File: src/rtl/display_timing_modal_if.sv
// display_timing_modal_if
//   Bundles the mode-control and video-timing signals of display_timing_modal.
//   master : the timing generator (drives timing, mode_cur, mode_chg, frame_cnt).
//   slave  : the consumer (framebuffer / TMDS path), which drives mode_req.
//
// Signal summary
//   mode_req   2      requested mode: 0=640x480, 1=1280x720, 2=1920x1080, 3=ignored
//   mode_cur   2      mode of the frame currently being output
//   mode_chg   1      pulse with frame on the first frame of a new mode
//   hsync      1      horizontal sync, polarity per mode
//   vsync      1      vertical sync, polarity per mode
//   de         1      data enable, high in the active area only
//   frame      1      pulse at start of frame
//   line       1      pulse at start of every line
//   sx, sy     CORDW  signed screen coordinates
//   frame_cnt  FCW    frames started since reset, wraps
//
// Handshake: there is no valid/ready pair. The timing outputs are a free-running
// stream, one sample per pixel clock. mode_req is a level that is only looked at
// on the frame-boundary edge; consumers qualify mode_cur/mode_chg with frame.
interface display_timing_modal_if #(
  parameter int CORDW = 16,
  parameter int FCW   = 16
);
  logic [1:0]              mode_req;
  logic [1:0]              mode_cur;
  logic                    mode_chg;
  logic                    hsync;
  logic                    vsync;
  logic                    de;
  logic                    frame;
  logic                    line;
  logic signed [CORDW-1:0] sx;
  logic signed [CORDW-1:0] sy;
  logic [FCW-1:0]          frame_cnt;

  modport master (
    input  mode_req,
    output mode_cur, mode_chg, hsync, vsync, de, frame, line, sx, sy, frame_cnt
  );

  modport slave (
    output mode_req,
    input  mode_cur, mode_chg, hsync, vsync, de, frame, line, sx, sy, frame_cnt
  );
endinterface

File: src/rtl/display_timing_modal.sv
// display_timing_modal
//   Runtime-selectable display timing generator for 640x480p60, 1280x720p60 and
//   1920x1080p60 from one pixel clock. Produces sync, data enable, line/frame
//   pulses and signed screen coordinates. Mode changes requested on mode_req are
//   applied only at the frame boundary, so a frame is never cut short or torn.
//
// Ports
//   clk_pix    in   pixel clock (must match the active mode's pixel rate)
//   rst_pix_n  in   synchronous active-low reset
//   bus        master modport of display_timing_modal_if (see that file)
//
// Structure
//   x, y       internal signed counters; the active area starts at (0,0) and the
//              blanking intervals are negative coordinates.
//   outputs    every output is a registered, one-cycle-delayed decode of x, y
//              using the mode in force for that x, y, so they stay aligned.
module display_timing_modal #(
  parameter int CORDW    = 16,
  parameter int FCW      = 16,
  parameter int RST_MODE = 1
) (
  input  logic                          clk_pix,
  input  logic                          rst_pix_n,
  display_timing_modal_if.master        bus
);

  localparam logic [1:0] RST_M     = 2'(RST_MODE);
  localparam logic [1:0] MODE_RSVD = 2'd3;

  // Mode table indexed by mode number; entry 3 mirrors mode 0 so that an
  // out-of-range index still decodes to something sane (mode_q never holds 3).
  localparam int H_RES  [4] = '{640, 1280, 1920, 640};
  localparam int H_FP   [4] = '{16,  110,  88,   16};
  localparam int H_SYNC [4] = '{96,  40,   44,   96};
  localparam int H_BP   [4] = '{48,  220,  148,  48};
  localparam int V_RES  [4] = '{480, 720,  1080, 480};
  localparam int V_FP   [4] = '{10,  5,    4,    10};
  localparam int V_SYNC [4] = '{2,   5,    5,    2};
  localparam int V_BP   [4] = '{33,  20,   36,   33};
  localparam bit POL    [4] = '{1'b0, 1'b1, 1'b1, 1'b0};

  // Derived per-mode coordinates. Start of line is the most negative x; sync
  // begins after the front porch and ends where the back porch begins.
  function automatic logic signed [CORDW-1:0] h_sta_of(input logic [1:0] m);
    return CORDW'(-(H_FP[m] + H_SYNC[m] + H_BP[m]));
  endfunction

  function automatic logic signed [CORDW-1:0] hs_sta_of(input logic [1:0] m);
    return CORDW'(-(H_SYNC[m] + H_BP[m]));
  endfunction

  function automatic logic signed [CORDW-1:0] hs_end_of(input logic [1:0] m);
    return CORDW'(-H_BP[m]);
  endfunction

  function automatic logic signed [CORDW-1:0] ha_end_of(input logic [1:0] m);
    return CORDW'(H_RES[m] - 1);
  endfunction

  function automatic logic signed [CORDW-1:0] v_sta_of(input logic [1:0] m);
    return CORDW'(-(V_FP[m] + V_SYNC[m] + V_BP[m]));
  endfunction

  function automatic logic signed [CORDW-1:0] vs_sta_of(input logic [1:0] m);
    return CORDW'(-(V_SYNC[m] + V_BP[m]));
  endfunction

  function automatic logic signed [CORDW-1:0] vs_end_of(input logic [1:0] m);
    return CORDW'(-V_BP[m]);
  endfunction

  function automatic logic signed [CORDW-1:0] va_end_of(input logic [1:0] m);
    return CORDW'(V_RES[m] - 1);
  endfunction

  function automatic logic pol_of(input logic [1:0] m);
    return POL[m];
  endfunction

  // Counter state
  logic [1:0]              mode_q;
  logic [1:0]              mode_next;
  logic signed [CORDW-1:0] x;
  logic signed [CORDW-1:0] y;
  logic signed [CORDW-1:0] x_next;
  logic signed [CORDW-1:0] y_next;
  logic                    at_ha_end;
  logic                    at_boundary;
  logic                    do_switch;
  logic                    chg_pend;

  // Decode of the current x, y
  logic                    pol;
  logic                    hs_act;
  logic                    vs_act;
  logic                    de_d;
  logic                    frame_d;
  logic                    line_d;

  // Output registers
  logic signed [CORDW-1:0] sx_q;
  logic signed [CORDW-1:0] sy_q;
  logic                    hsync_q;
  logic                    vsync_q;
  logic                    de_q;
  logic                    frame_q;
  logic                    line_q;
  logic                    mode_chg_q;
  logic [FCW-1:0]          frame_cnt_q;

  // Next-state for the counters and the mode register.
  always_comb begin
    at_ha_end   = (x == ha_end_of(mode_q));
    at_boundary = at_ha_end && (y == va_end_of(mode_q));
    // mode_req only matters on the boundary edge; the reserved code is ignored.
    do_switch   = at_boundary && (bus.mode_req != MODE_RSVD) && (bus.mode_req != mode_q);
    mode_next   = do_switch ? bus.mode_req : mode_q;

    x_next = x + CORDW'(1);
    y_next = y;
    if (at_ha_end) begin
      // Away from the boundary mode_next equals mode_q, so this is the
      // current mode's line start; on a switch it is the new mode's.
      x_next = h_sta_of(mode_next);
      if (at_boundary) begin
        y_next = v_sta_of(mode_next);
      end else begin
        y_next = y + CORDW'(1);
      end
    end
  end

  // Output decode, always in terms of the mode that produced x, y.
  always_comb begin
    pol     = pol_of(mode_q);
    hs_act  = (x > hs_sta_of(mode_q)) && (x <= hs_end_of(mode_q));
    vs_act  = (y > vs_sta_of(mode_q)) && (y <= vs_end_of(mode_q));
    de_d    = !x[CORDW-1] && !y[CORDW-1];
    line_d  = (x == h_sta_of(mode_q));
    frame_d = line_d && (y == v_sta_of(mode_q));
  end

  always_ff @(posedge clk_pix) begin
    if (!rst_pix_n) begin
      mode_q      <= RST_M;
      x           <= h_sta_of(RST_M);
      y           <= v_sta_of(RST_M);
      chg_pend    <= 1'b0;
      sx_q        <= h_sta_of(RST_M);
      sy_q        <= v_sta_of(RST_M);
      hsync_q     <= ~pol_of(RST_M);
      vsync_q     <= ~pol_of(RST_M);
      de_q        <= 1'b0;
      frame_q     <= 1'b0;
      line_q      <= 1'b0;
      mode_chg_q  <= 1'b0;
      frame_cnt_q <= '0;
    end else begin
      mode_q <= mode_next;
      x      <= x_next;
      y      <= y_next;

      // A switch is remembered until the first frame pulse of the new mode,
      // which is the very next decoded sample.
      if (do_switch) begin
        chg_pend <= 1'b1;
      end else if (frame_d) begin
        chg_pend <= 1'b0;
      end

      sx_q       <= x;
      sy_q       <= y;
      hsync_q    <= hs_act ? pol : ~pol;
      vsync_q    <= vs_act ? pol : ~pol;
      de_q       <= de_d;
      frame_q    <= frame_d;
      line_q     <= line_d;
      mode_chg_q <= frame_d && chg_pend;
      if (frame_d) begin
        frame_cnt_q <= frame_cnt_q + FCW'(1);
      end
    end
  end

  assign bus.mode_cur  = mode_q;
  assign bus.mode_chg  = mode_chg_q;
  assign bus.hsync     = hsync_q;
  assign bus.vsync     = vsync_q;
  assign bus.de        = de_q;
  assign bus.frame     = frame_q;
  assign bus.line      = line_q;
  assign bus.sx        = sx_q;
  assign bus.sy        = sy_q;
  assign bus.frame_cnt = frame_cnt_q;

endmodule

File: src/flat_wrapper.sv
// flat-port wrapper written by rule: the top's interface ports become plain ports
module display_timing_modal_flat 
#(
  parameter int CORDW    = 16,
  parameter int FCW      = 16,
  parameter int RST_MODE = 1
)
  (clk_pix, rst_pix_n, bus_mode_req, bus_mode_cur, bus_mode_chg, bus_hsync, bus_vsync, bus_de, bus_frame, bus_line, bus_sx, bus_sy, bus_frame_cnt);
  display_timing_modal_if #(.CORDW(CORDW), .FCW(FCW)) bus_i ();
  input  logic clk_pix;
  input  logic rst_pix_n;
  input wire logic [$bits(bus_i.mode_req)-1:0] bus_mode_req;
  output wire logic [$bits(bus_i.mode_cur)-1:0] bus_mode_cur;
  output wire logic [$bits(bus_i.mode_chg)-1:0] bus_mode_chg;
  output wire logic [$bits(bus_i.hsync)-1:0] bus_hsync;
  output wire logic [$bits(bus_i.vsync)-1:0] bus_vsync;
  output wire logic [$bits(bus_i.de)-1:0] bus_de;
  output wire logic [$bits(bus_i.frame)-1:0] bus_frame;
  output wire logic [$bits(bus_i.line)-1:0] bus_line;
  output wire logic [$bits(bus_i.sx)-1:0] bus_sx;
  output wire logic [$bits(bus_i.sy)-1:0] bus_sy;
  output wire logic [$bits(bus_i.frame_cnt)-1:0] bus_frame_cnt;
  assign bus_i.mode_req = bus_mode_req;
  assign bus_mode_cur = bus_i.mode_cur;
  assign bus_mode_chg = bus_i.mode_chg;
  assign bus_hsync = bus_i.hsync;
  assign bus_vsync = bus_i.vsync;
  assign bus_de = bus_i.de;
  assign bus_frame = bus_i.frame;
  assign bus_line = bus_i.line;
  assign bus_sx = bus_i.sx;
  assign bus_sy = bus_i.sy;
  assign bus_frame_cnt = bus_i.frame_cnt;
  display_timing_modal #(.CORDW(CORDW), .FCW(FCW), .RST_MODE(RST_MODE)) u_core (.clk_pix(clk_pix), .rst_pix_n(rst_pix_n), .bus(bus_i));
endmodule
File: config.mk
export PLATFORM = sky130hd
export DESIGN_NAME = display_timing_modal_flat
export DESIGN_NICKNAME = d
export VERILOG_FILES = /design/src/rtl/display_timing_modal_if.sv /design/src/rtl/display_timing_modal.sv /design/src/flat_wrapper.sv
export SDC_FILE = /design/constraint.sdc
export NUM_CORES = 1
export LEC_CHECK = 0
export ABC_AREA = 1
export BUFFER_PORTS_ARGS = -buffer_cell sky130_fd_sc_hd__buf_2
export CORE_MARGIN = 4
export CORE_UTILIZATION = 45
export DETAILED_ROUTE_END_ITERATION = 8
export GPL_TIMING_DRIVEN = 0
export SLEW_MARGIN = 40
export SYNTH_ARGS = -nofsm -noshare
export SYNTH_HDL_FRONTEND = slang
export SYNTH_SLANG_ARGS = --single-unit
File: constraint.sdc
create_clock -name clk_pix -period 7.7 [get_ports clk_pix]
set_input_delay 1.54 -clock clk_pix [delete_from_list [all_inputs] [get_ports clk_pix]]
set_output_delay 1.54 -clock clk_pix [all_outputs]
set_load 0.03 [all_outputs]
# [After elaboration in Yosys (flattened, before gate mapping)]
# Cells that the tools add are included.
[word_totals] ff_bits=89 latch_bits=0 ramBits=0 mem_bits_ro=0 input_bits=4 out_inout_bits=56 elab_cells=114 mem_count=0
[classes] n_addsub=23 multipliers=0 div=0 magnitude_cmp=6 n_eq_ne=6 n_shift=0 mux=52 bitwise_logic=3 n_reduce_logical=11
[op_table] operator="32-bit binary-select mux with 2-bit select" n=14
[op_table] operator="16-bit two-way mux" n=30
[op_table] operator="16-bit adder" n=10
[op_table] operator="16-bit negator" n=8
[op_table] operator="16-bit == test" n=4
[op_table] operator="16-bit by 2-bit adder with 16-bit output (second input constant)" n=2
[op_table] operator="16-bit greater-than comparator" n=2
[op_table] operator="16-bit <= comparator" n=2
[op_table] operator="16-bit by 2-bit subtractor with 16-bit output (second input constant)" n=2
[op_table] operator="16-bit by 1-bit adder with 16-bit output (second input constant)" n=1
[op_table] operator="1-bit logical AND" n=8
[op_table] operator="3-bit >= comparator (second input constant)" n=2
[op_table] operator="1-bit two-way mux" n=6
[op_table] operator="2-bit NOT with 3-bit output" n=2
[op_table] operator="1-bit binary-select mux with 2-bit select" n=1
[op_table] operator="1-bit logical NOT" n=2
[op_table] operator="2-bit two-way mux" n=1
[op_table] operator="2-bit != test" n=1
[op_table] operator="2-bit != test (second input constant)" n=1
[op_table] operator="2-bit nonzero test" n=1
[op_table] operator="1-bit NOT" n=1

# [Longest topological paths before layout]
# Gate-level depths: netlist (run 1).
[logic_depth] ltp_word=18 ltp_mapped=23 depth_no_buf=22

# [Least setup slack after synthesis (run 1)]
# No wires, ideal clock.
[synth_timing] path_kind="reg-to-reg" from="reg u_core.mode_q[0] (netlist: u_core.bus.mode_cur[0])" to="reg u_core.y[2]" setup_ns=0.113 arrival_ns=3.423 required_ns=7.587 setup_slack_ns=4.164 path_stages_with_launch=22 period_less_slack_ns=3.536 cell_sequence="dfxtp_1 -> inv_1 -> ha_1 -> inv_2 -> nand2_1 -> nand2_1 -> nor2_1 -> nand3_1 -> nor2_2 -> nand2_1 -> o21ai_1 -> nand2_1 -> inv_1 -> ha_1 -> ha_1 -> nor2_1 -> ha_1 -> xnor2_1 -> nand2_1 -> o21ai_0 -> o21ai_1 -> inv_1"
[synth_via] elab_chain_cells=18 elab_cells_between_ends=30 classes_between="5 x add/sub; 3 x eq/ne; 17 x mux; 2 x bitwise; 3 x reduce/logical"
[synth_rtl] element="start, declared" line="display_timing_modal.sv:81" text="logic [1:0] mode_q;"
[synth_rtl] element="start signal, assigned" line="display_timing_modal.sv:159" text="mode_q <= mode_next;"
[synth_rtl] element="2-bit NOT with 3-bit output (not written as such)" line="display_timing_modal.sv:57, display_timing_modal.sv:73"
[synth_rtl] element="32-bit binary-select mux with 2-bit select, on equally long branches" line="display_timing_modal.sv:57, display_timing_modal.sv:73"
[synth_rtl] element="16-bit two-way mux, on equally long branches (2 in a row)" line="display_timing_modal.sv:57, display_timing_modal.sv:73"
[synth_rtl] element="16-bit by 2-bit subtractor with 16-bit output, on equally long branches" line="display_timing_modal.sv:57, display_timing_modal.sv:73"
[synth_rtl] element="16-bit == test, on equally long branches" line="display_timing_modal.sv:113, display_timing_modal.sv:114"
[synth_rtl] element="1-bit logical AND" line="display_timing_modal.sv:114" text="at_boundary = at_ha_end && (y == va_end_of(mode_q));"
[synth_rtl] element="1-bit logical AND (2 in a row)" line="display_timing_modal.sv:116" text="do_switch = at_boundary && (bus.mode_req != MODE_RSVD) && (bus.mode_req != mode_q);"
[synth_rtl] element="2-bit two-way mux *" line="display_timing_modal.sv:117" text="mode_next = do_switch ? bus.mode_req : mode_q;"
[synth_rtl] element="named net u_core.mode_next[0]" line="display_timing_modal.sv:82" text="logic [1:0] mode_next;"
[synth_rtl] element="2-bit NOT with 3-bit output (not written as such) *" line="display_timing_modal.sv:61" text="return CORDW'(-(V_FP[m] + V_SYNC[m] + V_BP[m]));"
[synth_rtl] element="32-bit binary-select mux with 2-bit select" line="display_timing_modal.sv:61"
[synth_rtl] element="16-bit two-way mux (not written as such) (2 in a row)" line="display_timing_modal.sv:61"
[synth_rtl] element="16-bit adder" line="display_timing_modal.sv:61"
[synth_rtl] element="16-bit adder *" line="display_timing_modal.sv:61"
[synth_rtl] element="16-bit negator *" line="display_timing_modal.sv:61"
[synth_rtl] element="16-bit two-way mux *" line="display_timing_modal.sv:125" text="if (at_boundary) begin"
[synth_rtl] element="end signal, assigned" line="display_timing_modal.sv:147" text="y <= v_sta_of(RST_M);"
[synth_rtl] element="end signal, assigned" line="display_timing_modal.sv:161" text="y <= y_next;"
[synth_rtl] element="end, declared" line="display_timing_modal.sv:84" text="logic signed [CORDW-1:0] y;"
# Mark *: on every way through the listed nets, which the timed path passes. The rest lies on a longest branch. The select of a mux whose other input is x is not followed.
# A chain may end at the register's enable or synchronous reset.

# [Worst setup path after layout (run 1)]
[layout_timing] from="reg u_core.mode_q[0] (netlist: u_core.bus.mode_cur[0])" to="reg u_core.y[2]"
[layout_via] elab_chain_cells=18 elab_cells_between_ends=30 classes_between="5 x add/sub; 3 x eq/ne; 17 x mux; 2 x bitwise; 3 x reduce/logical"
[layout_rtl] element="2-bit NOT with 3-bit output (not written as such)" line="display_timing_modal.sv:57, display_timing_modal.sv:73"
[layout_rtl] element="32-bit binary-select mux with 2-bit select, on equally long branches" line="display_timing_modal.sv:57, display_timing_modal.sv:73"
[layout_rtl] element="16-bit two-way mux, on equally long branches (2 in a row)" line="display_timing_modal.sv:57, display_timing_modal.sv:73"
[layout_rtl] element="16-bit by 2-bit subtractor with 16-bit output, on equally long branches" line="display_timing_modal.sv:57, display_timing_modal.sv:73"
[layout_rtl] element="16-bit == test, on equally long branches" line="display_timing_modal.sv:113, display_timing_modal.sv:114"
[layout_rtl] element="1-bit logical AND" line="display_timing_modal.sv:114"
[layout_rtl] element="1-bit logical AND (2 in a row)" line="display_timing_modal.sv:116"
[layout_rtl] element="2-bit two-way mux" line="display_timing_modal.sv:117"
[layout_rtl] element="2-bit NOT with 3-bit output (not written as such)" line="display_timing_modal.sv:61"
[layout_rtl] element="32-bit binary-select mux with 2-bit select" line="display_timing_modal.sv:61"
[layout_rtl] element="16-bit two-way mux (not written as such) (2 in a row)" line="display_timing_modal.sv:61"
[layout_rtl] element="16-bit adder (2 in a row)" line="display_timing_modal.sv:61"
[layout_rtl] element="16-bit negator" line="display_timing_modal.sv:61"
[layout_rtl] element="16-bit two-way mux" line="display_timing_modal.sv:125"
# Parallel ways exist; a longest one is shown, timed or not. The select of a mux whose other input is x is not followed.

==> results, run 1 <==
- The fraction of synthesized cell area in xor and xnor cells is 0.0692.
- The number of cells on the worst reg-to-reg path is 21.
- The source of the critical timing path is u_core.bus.mode_cur[0].
- The kind of cell with the highest combined delay on the critical path is adder cells.
- The reg-to-reg startpoint is u_core.bus.mode_cur[0].
- The most common cell after layout, fill and taps aside is nand2_1.
- After synthesis, the largest family of logic cells by area is simple AND/OR/NAND/NOR gates.
- The post-synthesis cell area is 5820 sq um.
- The headroom to the max-slew limit is 0.528.
- The aggregate routed wire length is about 16000 um.
- The post-synthesis area per instance is slightly above 7 sq um.
- The total CTS buffers is 9.
- The final global-route overflow total is 0.
- The initial utilization of the core area, before any placement, comes to 0.460.
- The fill cell total of the finished layout is ~1300.
- For the final routed database, the setup TNS stands at 0 ns.
- The peak supply drop is 0.000108 V.
- The register bit count reported by yosys is 89.
- The design draws 1.15 mW.
- Sorting the synthesized cells by area gives the leading types as dfxtp_1, nand2_1, ha_1, inv_1, nand3_1.
- The worst register-to-register path ends at u_core.y[2].
- Setup repair after global routing left no endpoint under its margin.
- The cell row count is 41.
- After detailed routing, the number of remaining DRC violations is 0.
- The routed design could run at a clock period as short as 4.34 ns.
- In this run the number of cells on the critical path is 21.
- The clock tree root driver cell is clkbuf_16.
- The worst setup path is of the flip-flop to flip-flop kind.
- TritonCTS built the clock tree.
- Dividing the final minimum period by the clock period gives 0.564.
- Counting flops with an async set or reset pin after synthesis yields a share of 0.
- Detailed placement ended at an HPWL of between 10000 and 15000 um.
- For this block, the initial DRC count from the detailed router was 417.
- The achievable clock frequency is between 200 and 250 MHz.
- The port buffer count is 58.
- Walking the worst path, the cells encountered are inv_1 -> ha_1 -> inv_2 -> nand2_1 -> nand2_1 -> nor2_1 -> nand3_1 -> nor3_2 -> nand3_1 -> nand2_1 -> o21ai_1 -> ha_1 -> inv_1 -> ha_1 -> nor2_1 -> ha_1 -> xnor2_1 -> nand2_1 -> o21ai_0 -> o21ai_1 -> inv_1.
- In the final layout, the multi-input gates occupy 3460 sq um.
- The flow ran to the end, and the final reports show no timing, DRC or antenna violations.
- The worst endpoint data arrival time is 4.58 ns.
- The clock skew is 0.0114 ns.
- The total via count in the routed design is 5551.
- The slowest stage cell on the critical path is ha_1.
- Counting distinct cell types in the post-synthesis netlist gives roughly 50.
- Of the total synthesized cell area, the portion taken by AND, OR, NAND and NOR gates is 0.328.
- Relative to the synthesized area, the layout overhead comes to 15.5%.
- Using the TritonRoute via totals, the vias-per-cell ratio works out to ~5.2.
- The number of max-capacitance violations reported is 0.
- The number of global-route vias before repair was 5366.
- The number of hold buffers added after cts is 0.
- The number of max-slew violations in the final report is 0.
- The sequential-to-total area share from yosys stat is 0.306.
- The clock insertion delay at the later pin of the skew report is ~0.35 ns.
- The final weighted congestion in routability-driven placement is about 1.
- The number of I/O pins is 60.
- The pre-antenna-repair detailed-routing pass consisted of 5 iterations.
- The maximum fanout count along the critical path is 13.
- Summed over all cells, the static leakage comes to 3.35 nW.
- In the global route stage, overall resource usage came out at 0.227.
- The antenna cell count is 0.
- After clock tree synthesis, the clock-pin slew on the worst setup and hold paths is roughly 0.07 ns.
- The clock passes through at most 2 buffers.
- The first global-routing pass estimated 26800 um of wire.
- The worst setup path endpoint is u_core.y[2].
- In this run, post-CTS repair resized a total of 0 instances.
- The data required time at the worst endpoint is 7.94 ns.
- The number of failing setup endpoints in the final timing report is 0.
- The area of the die is around 15000 sq um.
- In this run, synthesis inferred 0 flip-flops with an integrated enable.
- The height of the chip is 122 um.
- The ratio of cells with drive above 1 in the final layout is 0.139.
- The endpoint kind of the worst setup timing path is a flip-flop.
- The top cell types in the final layout, fill and taps aside, are nand2_1, inv_1, dfxtp_1, nand3_1, buf_2.
- The element type at the critical path start is a flip-flop.
- The number of buffers and inverters on the critical path is 4.
- The net count of the finished layout is 951.
- Of the total synthesized cell area, the portion taken by full adders, half adders and majority gates is 0.116.
- The final number of hold-violating endpoints is 0.
- The buffer count from post-CTS setup fixing is 0.
- The initial antenna violation count came to 0.
- The proportion of netlist area held by the largest area contributor is 0.306.
- The count of nets left with antenna violations once routing finished came out at 0.
- The reg2reg setup slack is 3.36 ns.
- The synthesized instance count is between 800 and 900.
- Counting every sink on the clock net gives 89.
- The transition time of the tightest slew-check pin is 0.708 ns.
- In the final routed layout, each cell accounts on average for 15.3 um.
- The total power density per cell area is approximately 170 nW/um^2.
- The cell accounting for the most synthesized area is dfxtp_1.
- The multiplexer share of the synthesized area is 0.
- Entering global routing, the biggest net connects 15 pins.
- The total core area is roughly 13000 sq um.
- In this run the worst hold path is classified as flip-flop to flip-flop.
- The number of warnings issued by yosys is 0.
- The horizontal die dimension is 122 um.
- In this design, the stage delay of the slowest critical-path cell is 0.72 ns.
- The H-tree depth is 3.
- The worst hold path stage count is 2.
- For this run, the leading register cell type out of synthesis is dfxtp_1.
- In the final layout, flip-flops and latches occupy 1780 sq um.
- The area fraction in compound gates after synthesis is 0.0803.
==> metrics by stage <==
stage                     hold slack, ns   util  setup WS (ns)  cell area (sq um)  std cells
after floorplan                    0.441      -           4.16               5830        824
after global placement             0.455  0.500           3.51               6330       1054
after detailed placement           0.457  0.500           3.46               6330       1054
after CTS                          0.466  0.531           3.44               6730       1070
after global routing               0.490  0.531           3.04               6730       1070
final                              0.466  0.531           3.36               6730       1070
==> worst min-delay path: cells and delay by family (launching register included) <==
kind / cells / cell delay, ns
AOI/OAI and AO/OA: 1 / 0.05
DFF: 1 / 0.31
and+or+nand+nor: 1 / 0.06
==> worst min-delay path by stage <==
stage,slack (ns),from,to
after floorplan,0.44,u_core.chg_pend,u_core.chg_pend
after global placement,0.46,u_core.chg_pend,u_core.chg_pend
after detailed placement,0.46,u_core.chg_pend,u_core.chg_pend
after CTS,0.47,u_core.chg_pend,u_core.chg_pend
after global routing,0.49,u_core.chg_pend,u_core.chg_pend
final,0.47,u_core.chg_pend,u_core.chg_pend
==> power breakdown <==
| part | total [mW] | switching, mW | leakage [nW] | internal, mW |
|---|---|---|---|---|
| Sequential | 0.477 | 0.00858 | 0.721 | 0.469 |
| Combinational | 0.0952 | 0.0645 | 2.44 | 0.0307 |
| Clock | 0.581 | 0.189 | 0.190 | 0.392 |
| Total | 1.15 | 0.262 | 3.35 | 0.891 |
==> cell usage after synthesis (13+ instances only) <==
master	count
nor3_1	21
ha_1	54
nor2_1	64
xnor2_1	13
nand3_1	71
xor2_1	33
inv_1	107
nand4_1	16
dfxtp_1	89
a21oi_1	33
o21ai_0	29
nand2_1	193
==> layer usage <==
metal | routed length, um | track usage | vias up | part of all wire
met5 | 0 | 0 | - | 0
met4 | 452 | 0.0826 | 0 | 0.028
met3 | 687 | 0.0455 | 37 | 0.042
met2 | 7970 | 0.388 | 146 | 0.49
met1 | 7260 | 0.282 | 2571 | 0.44
li1 | - | - | 2797 | -
==> cell type report <==
cell class	count	share of cell area
inverters	113	0.0631
well taps	172	0.0320
clock inverters	5	0.0223
flip-flops and latches	89	0.265
multi-input cells	595	0.515
plain buffers	27	0.0238
clock buffers	11	0.0361
repair buffers	58	0.0432
==> kinds of logic after synthesis <==
| family | after synthesis |
|---|---|
| AOI/OAI and AO/OA | 84 |
| other | 1 |
| and+or+nand+nor | 409 |
| adders and majority gates | 54 |
| xor gates and xnor gates | 46 |
| DFF | 89 |
| buffers and inverters | 140 |
==> flip-flops by register name (all words and copies together), names as in the netlist, named ones only <==
register	cells
u_core.bus.hsync	1
u_core.bus.de	1
u_core.y	16
u_core.bus.sx	16
u_core.chg_pend	1
u_core.bus.line	1
u_core.bus.sy	16
u_core.bus.mode_chg	1
u_core.x	15
u_core.bus.vsync	1
u_core.bus.frame	1
u_core.bus.mode_cur	2
u_core.bus.frame_cnt	16
Power figures use the tool's default switching activity.
==> inputs of run 2 (changes only) <==
Clock period 7.7 ns to 4.05 ns, I/O delays scaled along.
==> results, run 2 (synthesis results as in run 1) <==
- The clock insertion delay at the later pin of the skew report was 0.35 ns (about the same).
- The transition time of the tightest slew-check pin is 0.725 ns (was 0.708 ns).
- The total core area was 12700 sq um (unchanged).
- Commonest non-fill, non-tap cells in the layout: nand2_1, inv_1, dfxtp_1, nand3_1, buf_2 (unchanged).
- The sum of net half-perimeters after detailed placement was 12500 um (unchanged).
- The initial antenna violation count is 0 (unchanged).
- The kind of critical path is flip-flop to flip-flop (unchanged).
- The number of I/O pins is 60 (unchanged).
- The ratio of cells with drive above 1 in the final layout was 0.159 (was 0.139).
- The headroom to the max-slew limit came to 0.517 (was 0.528).
- The final number of hold-violating endpoints is 0 (unchanged).
- The average wire per standard cell is 15.2 um (was 15.3 um).
- The fill cell total of the finished layout is 1283 (was 1299).
- The clock network fraction of total power was 0.503 (was 0.504).
- The clock skew was 0.0107 ns (was 0.0114 ns).
- The routed via count divided by cell count is 5.18 (was 5.19).
- The final worst slack is 0.305 ns (was 3.36 ns).
- The reg-to-reg startpoint is u_core.bus.mode_cur[1] (was u_core.bus.mode_cur[0]).
- Result of the run: completed (unchanged).
- The startpoint of the most critical hold path is u_core.chg_pend (unchanged).
- The worst min-delay path category is flip-flop to flip-flop (unchanged).
- The cell count after placement is 1054 (unchanged).
- The worst hold path stage count was 2 (unchanged).
- The worst slack after detailed placement came to -0.192 ns (was 3.46 ns).
- The worst endpoint data arrival time was 3.99 ns (was 4.58 ns).
- The total via count in the routed design came to 5608 (was 5551).
- The reg2reg setup slack was 0.30 ns (was 3.36 ns).
- The area used by multi-input combinational logic is 3520 sq um (was 3460 sq um).
- The post-place instance area came to 6330 sq um (unchanged).
- The time the final worst path needs with I/O delays and setup is 3.75 ns (was 4.34 ns).
- The number of max-slew violations in the final report came to 0 (unchanged).
- The cell row count is 41 (unchanged).
- The height of the chip is 122 um (unchanged).
- The final cycle utilization of the critical path is 0.925 (was 0.564).
- The clock slew at the register clock pins of the worst setup and hold paths came to 0.06 ns (was 0.07 ns).
- The number of hold buffers added after cts was 0 (unchanged).
- The first-pass GRT wire length is 26800 um (about the same).
- The final global-route overflow total is 0 (unchanged).
- The total iterations of the first detailed-routing run came to 5 (unchanged).
- The port buffer count is 58 (unchanged).
- The capture endpoint of the worst hold path is u_core.chg_pend (unchanged).
- The capture point of the worst reg-to-reg path is u_core.y[2] (unchanged).
- The element type at the critical path start is a flip-flop (unchanged).
- The achievable clock frequency came to 267 MHz (was 230 MHz).
- The pin count of the biggest net entering global routing is 15 (unchanged).
- The number of buffers on the longest clock path is 2 (unchanged).
- The total CTS buffers is 9 (unchanged).
- The number of global-route vias before repair is 5368 (was 5366).
- The number of failing setup endpoints in the final timing report is 0 (unchanged).
- The post-route cell area is 6900 sq um (was 6730 sq um).
- The antenna cell count came to 0 (unchanged).
- The horizontal die dimension was 122 um (unchanged).
- Setup repair after global routing missed its margin: false (unchanged).
- The sequential share of power is 0.414 (about the same).
- The area of the die is 14800 sq um (unchanged).
- The number of nets at the end of the flow is 964 (was 951).
- The switching portion of total power is 0.227 (about the same).
- The final weighted congestion in routability-driven placement is 0.982 (unchanged).
- The H-tree depth is 3 (unchanged).
- The peak supply drop is 0.000205 V (was 0.000108 V).
- The maximum fanout count along the critical path is 8 (was 13).
- The number of non-filler instances in the completed layout came to 1083 (was 1070).
- The clock tree from TritonCTS is done (unchanged).
- The reported leakage power is 3.42 nW (was 3.35 nW).
- The global-route usage over all layers was 0.227 (about the same).
- The total power density per cell area came to 318 nW/um^2 (was 171 nW/um^2).
- The share of power burned in combinational logic came to 0.083 (about the same).
- The aggregate routed wire length is 16400 um (about the same).
- The number of max-capacitance violations reported is 0 (unchanged).
- The number of clock sinks is 89 (unchanged).
- The data required time at the worst endpoint is 4.29 ns (was 7.94 ns).
- The detailed router's first-iteration violation count was 464 (was 417).
- The starting density of the core is 0.460 (unchanged).
- The path depth of the worst reg2reg path was 22 (was 21).
- The sequential cell area in the final layout is 1780 sq um (about the same).
- The endpoint kind of the worst setup timing path is a flip-flop (unchanged).
- The area overhead of the layout relative to synthesis came to 18.4% (was 15.5%).
- The clock tree root driver cell was clkbuf_16 (unchanged).
- The most common cell after layout, fill and taps aside is nand2_1 (unchanged).
- The number of antenna-violating nets in the routed design is 0 (unchanged).
- The total internal power is 1.69 mW (was 0.891 mW).
- The switching power is 0.499 mW (was 0.262 mW).
- The count of unresolved DRC violations after routing is 0 (unchanged).
## run 2: cell type report
type	count	share of cell area
repair buffers	71	0.0563
plain buffers	27	0.0232
clock inverters	5	0.0218
well taps	172	0.0312
flip-flops and latches	89	0.259
clock buffers	11	0.0352
inverters	113	0.0633
multi-input cells	595	0.510
## run 2: metrics by stage
step                power, mW  hold slack [ns]  utilization  TNS, ns
floorplan                1.05            0.441            -        0
global placement         1.10            0.455        0.500   -0.225
detailed placement       1.11            0.457        0.500   -0.341
CTS                      2.21            0.466        0.531        0
global route             2.27            0.490        0.544        0
finish                   2.19            0.463        0.544        0
## run 2: worst max-delay path by stage
stage / startpoint / end / slack (ns) / cells after the start
floorplan: u_core.bus.mode_cur[0] / u_core.y[2] / 0.51 / 21
global placement: u_core.bus.mode_cur[0] / u_core.y[2] / -0.14 / 21
detailed placement: u_core.bus.mode_cur[0] / u_core.y[2] / -0.19 / 21
CTS: u_core.bus.mode_cur[0] / u_core.y[2] / 0.01 / 21
global route: u_core.bus.mode_cur[1] / u_core.y[2] / 0.002 / 22
finish: u_core.bus.mode_cur[1] / u_core.y[2] / 0.30 / 22
## run 2: critical path, cell delays in order (launching register included)
cell and delay [ns]:
dfxtp_2 0.37, inv_1 0.14, ha_4 0.17, buf_6 0.16, inv_1 0.10, ha_4 0.29, nand2_1 0.11, nor3_1 0.23
nand4_1 0.21, clkinvlp_4 0.16, nand3_1 0.07, nand2_1 0.07, o21ai_1 0.10, ha_1 0.32, inv_1 0.07, ha_1 0.31
nor2_1 0.05, ha_1 0.19, xnor2_1 0.12, nand2_1 0.06, o21ai_0 0.10, o21ai_1 0.16, inv_1 0.05
## run 2: power groups by stage
stage,clock [mW],combinational [mW],sequential [mW]
finish,1.10,0.181,0.908
global route,1.16,0.201,0.909
CTS,1.12,0.180,0.907
detailed placement,0,0.179,0.927
global placement,0,0.176,0.927
floorplan,0,0.110,0.944
## run 2: metal layers
layer	wire length [um]	track usage	vias to the layer above
met5	0	0	-
met4	459	0.0826	0
li1	-	-	2830
met2	8060	0.389	151
met3	800	0.0455	35
met1	7090	0.282	2592
## run 2: timing repair
| item | in CTS | in global routing |
|---|---|---|
| pin swaps | 0 | 6 |
| setup endpoints to repair | 2 | 2 |
| cloned | 0 | 0 |
| gates resized for setup | 1 | 13 |
| setup buffers | 0 | 13 |
==> inputs of run 3 (changes only) <==
Settings changed: CORE_UTILIZATION 45 to 50, PLACE_DENSITY from default to 0.69.
==> results, run 3 (synthesis results as in run 1) <==
- The number of antenna-violating nets in the routed design is 0 (unchanged).
- Commonest non-fill, non-tap cells in the layout: nand2_1, inv_1, dfxtp_1, nand3_1, buf_2 (unchanged).
- The area of the die is 13400 sq um (was 14800 sq um).
- The clock insertion delay at the later pin of the skew report was 0.35 ns (about the same).
- The final worst slack was 0.232 ns (was 0.305 ns).
- The peak supply drop is 0.000196 V (was 0.000205 V).
- The endpoint kind of the worst setup timing path is a flip-flop (unchanged).
- The initial antenna violation count came to 0 (unchanged).
- The number of clock sinks is 89 (unchanged).
- The clock skew is 0.00732 ns (was 0.0107 ns).
- The number of I/O pins was 60 (unchanged).
- The horizontal die dimension is 116 um (was 122 um).
- The global routing met1 resource utilization was 0.315 (was 0.282).
- The achievable clock frequency is 262 MHz (was 267 MHz).
- The final number of hold-violating endpoints came to 0 (unchanged).
- The starting density of the core was 0.510 (was 0.460).
- The worst min-delay path category is flip-flop to flip-flop (unchanged).
- The number of global-route vias before repair is 4947 (was 5368).
- The headroom to the max-slew limit is 0.532 (was 0.517).
- The met3 usage in global routing is 0.0287 (was 0.0455).
- The average wire per standard cell is 14.6 um (was 15.2 um).
- The area overhead of the layout relative to synthesis is 14.6% (was 18.4%).
- The H-tree depth was 3 (unchanged).
- The global routing usage on met2 is 0.383 (was 0.389).
- The total core area is 11400 sq um (was 12700 sq um).
- The number of nets at the end of the flow is 954 (was 964).
- The reported leakage power is 3.32 nW (was 3.42 nW).
- The count of unresolved DRC violations after routing is 0 (unchanged).
- The routed via count divided by cell count was 5.26 (was 5.18).
- The number of failing setup endpoints in the final timing report is 0 (unchanged).
- The cell row count is 39 (was 41).
- The number of hold buffers added after cts is 0 (unchanged).
- The sum of net half-perimeters after detailed placement was 11500 um (was 12500 um).
- The clock tree root driver cell is clkbuf_16 (unchanged).
- The height of the chip is 116 um (was 122 um).
- The total iterations of the first detailed-routing run came to 5 (unchanged).
- The number of max-capacitance violations reported is 0 (unchanged).
- The worst endpoint data arrival time is 4.07 ns (was 3.99 ns).
- The detailed router's first-iteration violation count is 354 (was 464).
- The kind of critical path is flip-flop to flip-flop (unchanged).
- The clock tree from TritonCTS is done (unchanged).
- The port buffer count came to 58 (unchanged).
- The number of non-filler instances in the completed layout was 1044 (was 1083).
- The worst slack after detailed placement is -0.0544 ns (was -0.192 ns).
- The total power density per cell area came to 295 nW/um^2 (was 318 nW/um^2).
- The clock slew at the register clock pins of the worst setup and hold paths came to 0.07 ns (was 0.06 ns).
- The ratio of cells with drive above 1 in the final layout is 0.148 (was 0.159).
- The global-route usage over all layers is 0.232 (was 0.227).
- Result of the run: completed (unchanged).
- The number of max-slew violations in the final report was 0 (unchanged).
- The total via count in the routed design is 5494 (was 5608).
- The first-pass GRT wire length is 24700 um (was 26800 um).
- The final cycle utilization of the critical path was 0.943 (was 0.925).
- The total CTS buffers came to 9 (unchanged).
- The final sum of negative setup slack is 0 ns (unchanged).
- The pin count of the biggest net entering global routing came to 17 (was 15).
- The maximum fanout count along the critical path is 10 (was 8).
- The number of buffers on the longest clock path was 2 (unchanged).
- The aggregate routed wire length came to 15300 um (was 16400 um).
- The element type at the critical path start is a flip-flop (unchanged).
- The most used routing layer is met2 (unchanged).
- Setup repair after global routing missed its margin: false (unchanged).
- The antenna cell count came to 0 (unchanged).
- The cell count after placement is 1025 (was 1054).
- The transition time of the tightest slew-check pin is 0.702 ns (was 0.725 ns).
- The final global-route overflow total is 0 (unchanged).
- The time the final worst path needs with I/O delays and setup is 3.82 ns (was 3.75 ns).
- The final weighted congestion in routability-driven placement came to 0.933 (was 0.982).
- The data required time at the worst endpoint is 4.30 ns (was 4.29 ns).
- The most common cell after layout, fill and taps aside is nand2_1 (unchanged).
run 3: final cells by class:
class                      instances  area, sq um
tap                              143          179
multi-input combinational        595         3500
fill                            1114         4750
sequential                        89         1780
timing repair buffer              61          313
buffer                            27          160
inverter                         113          427
clock inverter                     6         75.1
clock buffer                      10          239
run 3: metrics by stage:
| step | hold slack, ns | total power [mW] | instance area, sq um | util |
|---|---|---|---|---|
| global route | 0.501 | 2.03 | 6670 | 0.584 |
| CTS | 0.474 | 1.98 | 6610 | 0.579 |
| detailed placement | 0.462 | 1.10 | 6300 | 0.552 |
| global placement | 0.456 | 1.10 | 6300 | 0.552 |
| floorplan | 0.441 | 1.05 | 5830 | - |
| finish | 0.468 | 1.97 | 6670 | 0.584 |
run 3: worst max-delay path, stage by stage, from the launching register on:
cell and delay (ns):
dfxtp_1 0.39, inv_1 0.13, ha_1 0.23, buf_6 0.18
inv_1 0.07, ha_1 0.34, nand2_1 0.11, nor3_1 0.24
nand4_1 0.17, clkinv_1 0.21, nand3_1 0.10, nand2_1 0.10
o21ai_2 0.08, ha_1 0.29, inv_1 0.06, ha_1 0.30
nor2_1 0.05, ha_1 0.18, xnor2_1 0.13, nand2_1 0.06
o21ai_0 0.11, o21ai_1 0.14, inv_1 0.05
run 3: what timing repair did:
item / in CTS / in global routing
endpoints found under the setup margin: 2 / 2
setup buffers: 0 / 3
pin swaps: 0 / 2
gates resized for setup: 1 / 7
run 3: worst paths after layout:
| kind | slack [ns] | startpoint | depth (start not counted) | to |
|---|---|---|---|---|
| setup reg to reg | 0.23 | u_core.bus.mode_cur[1] | 22 | u_core.y[2] |
| hold reg to reg | 0.47 | u_core.chg_pend | 2 | u_core.chg_pend |
| setup / recovery | 0.23 | u_core.bus.mode_cur[1] | 22 | u_core.y[2] |
| hold / removal | 0.47 | u_core.chg_pend | 2 | u_core.chg_pend |
run 3: report_power, final:
group,internal (mW),switching (mW)
combinational,0.0582,0.121
clock,0.504,0.379
sequential,0.891,0.0157
run 3: layer usage:
layer,routed length (um),vias to the layer above
met4,384,0
li1,-,2815
met5,0,-
met1,6800,2479
met3,900,28
met2,7180,172
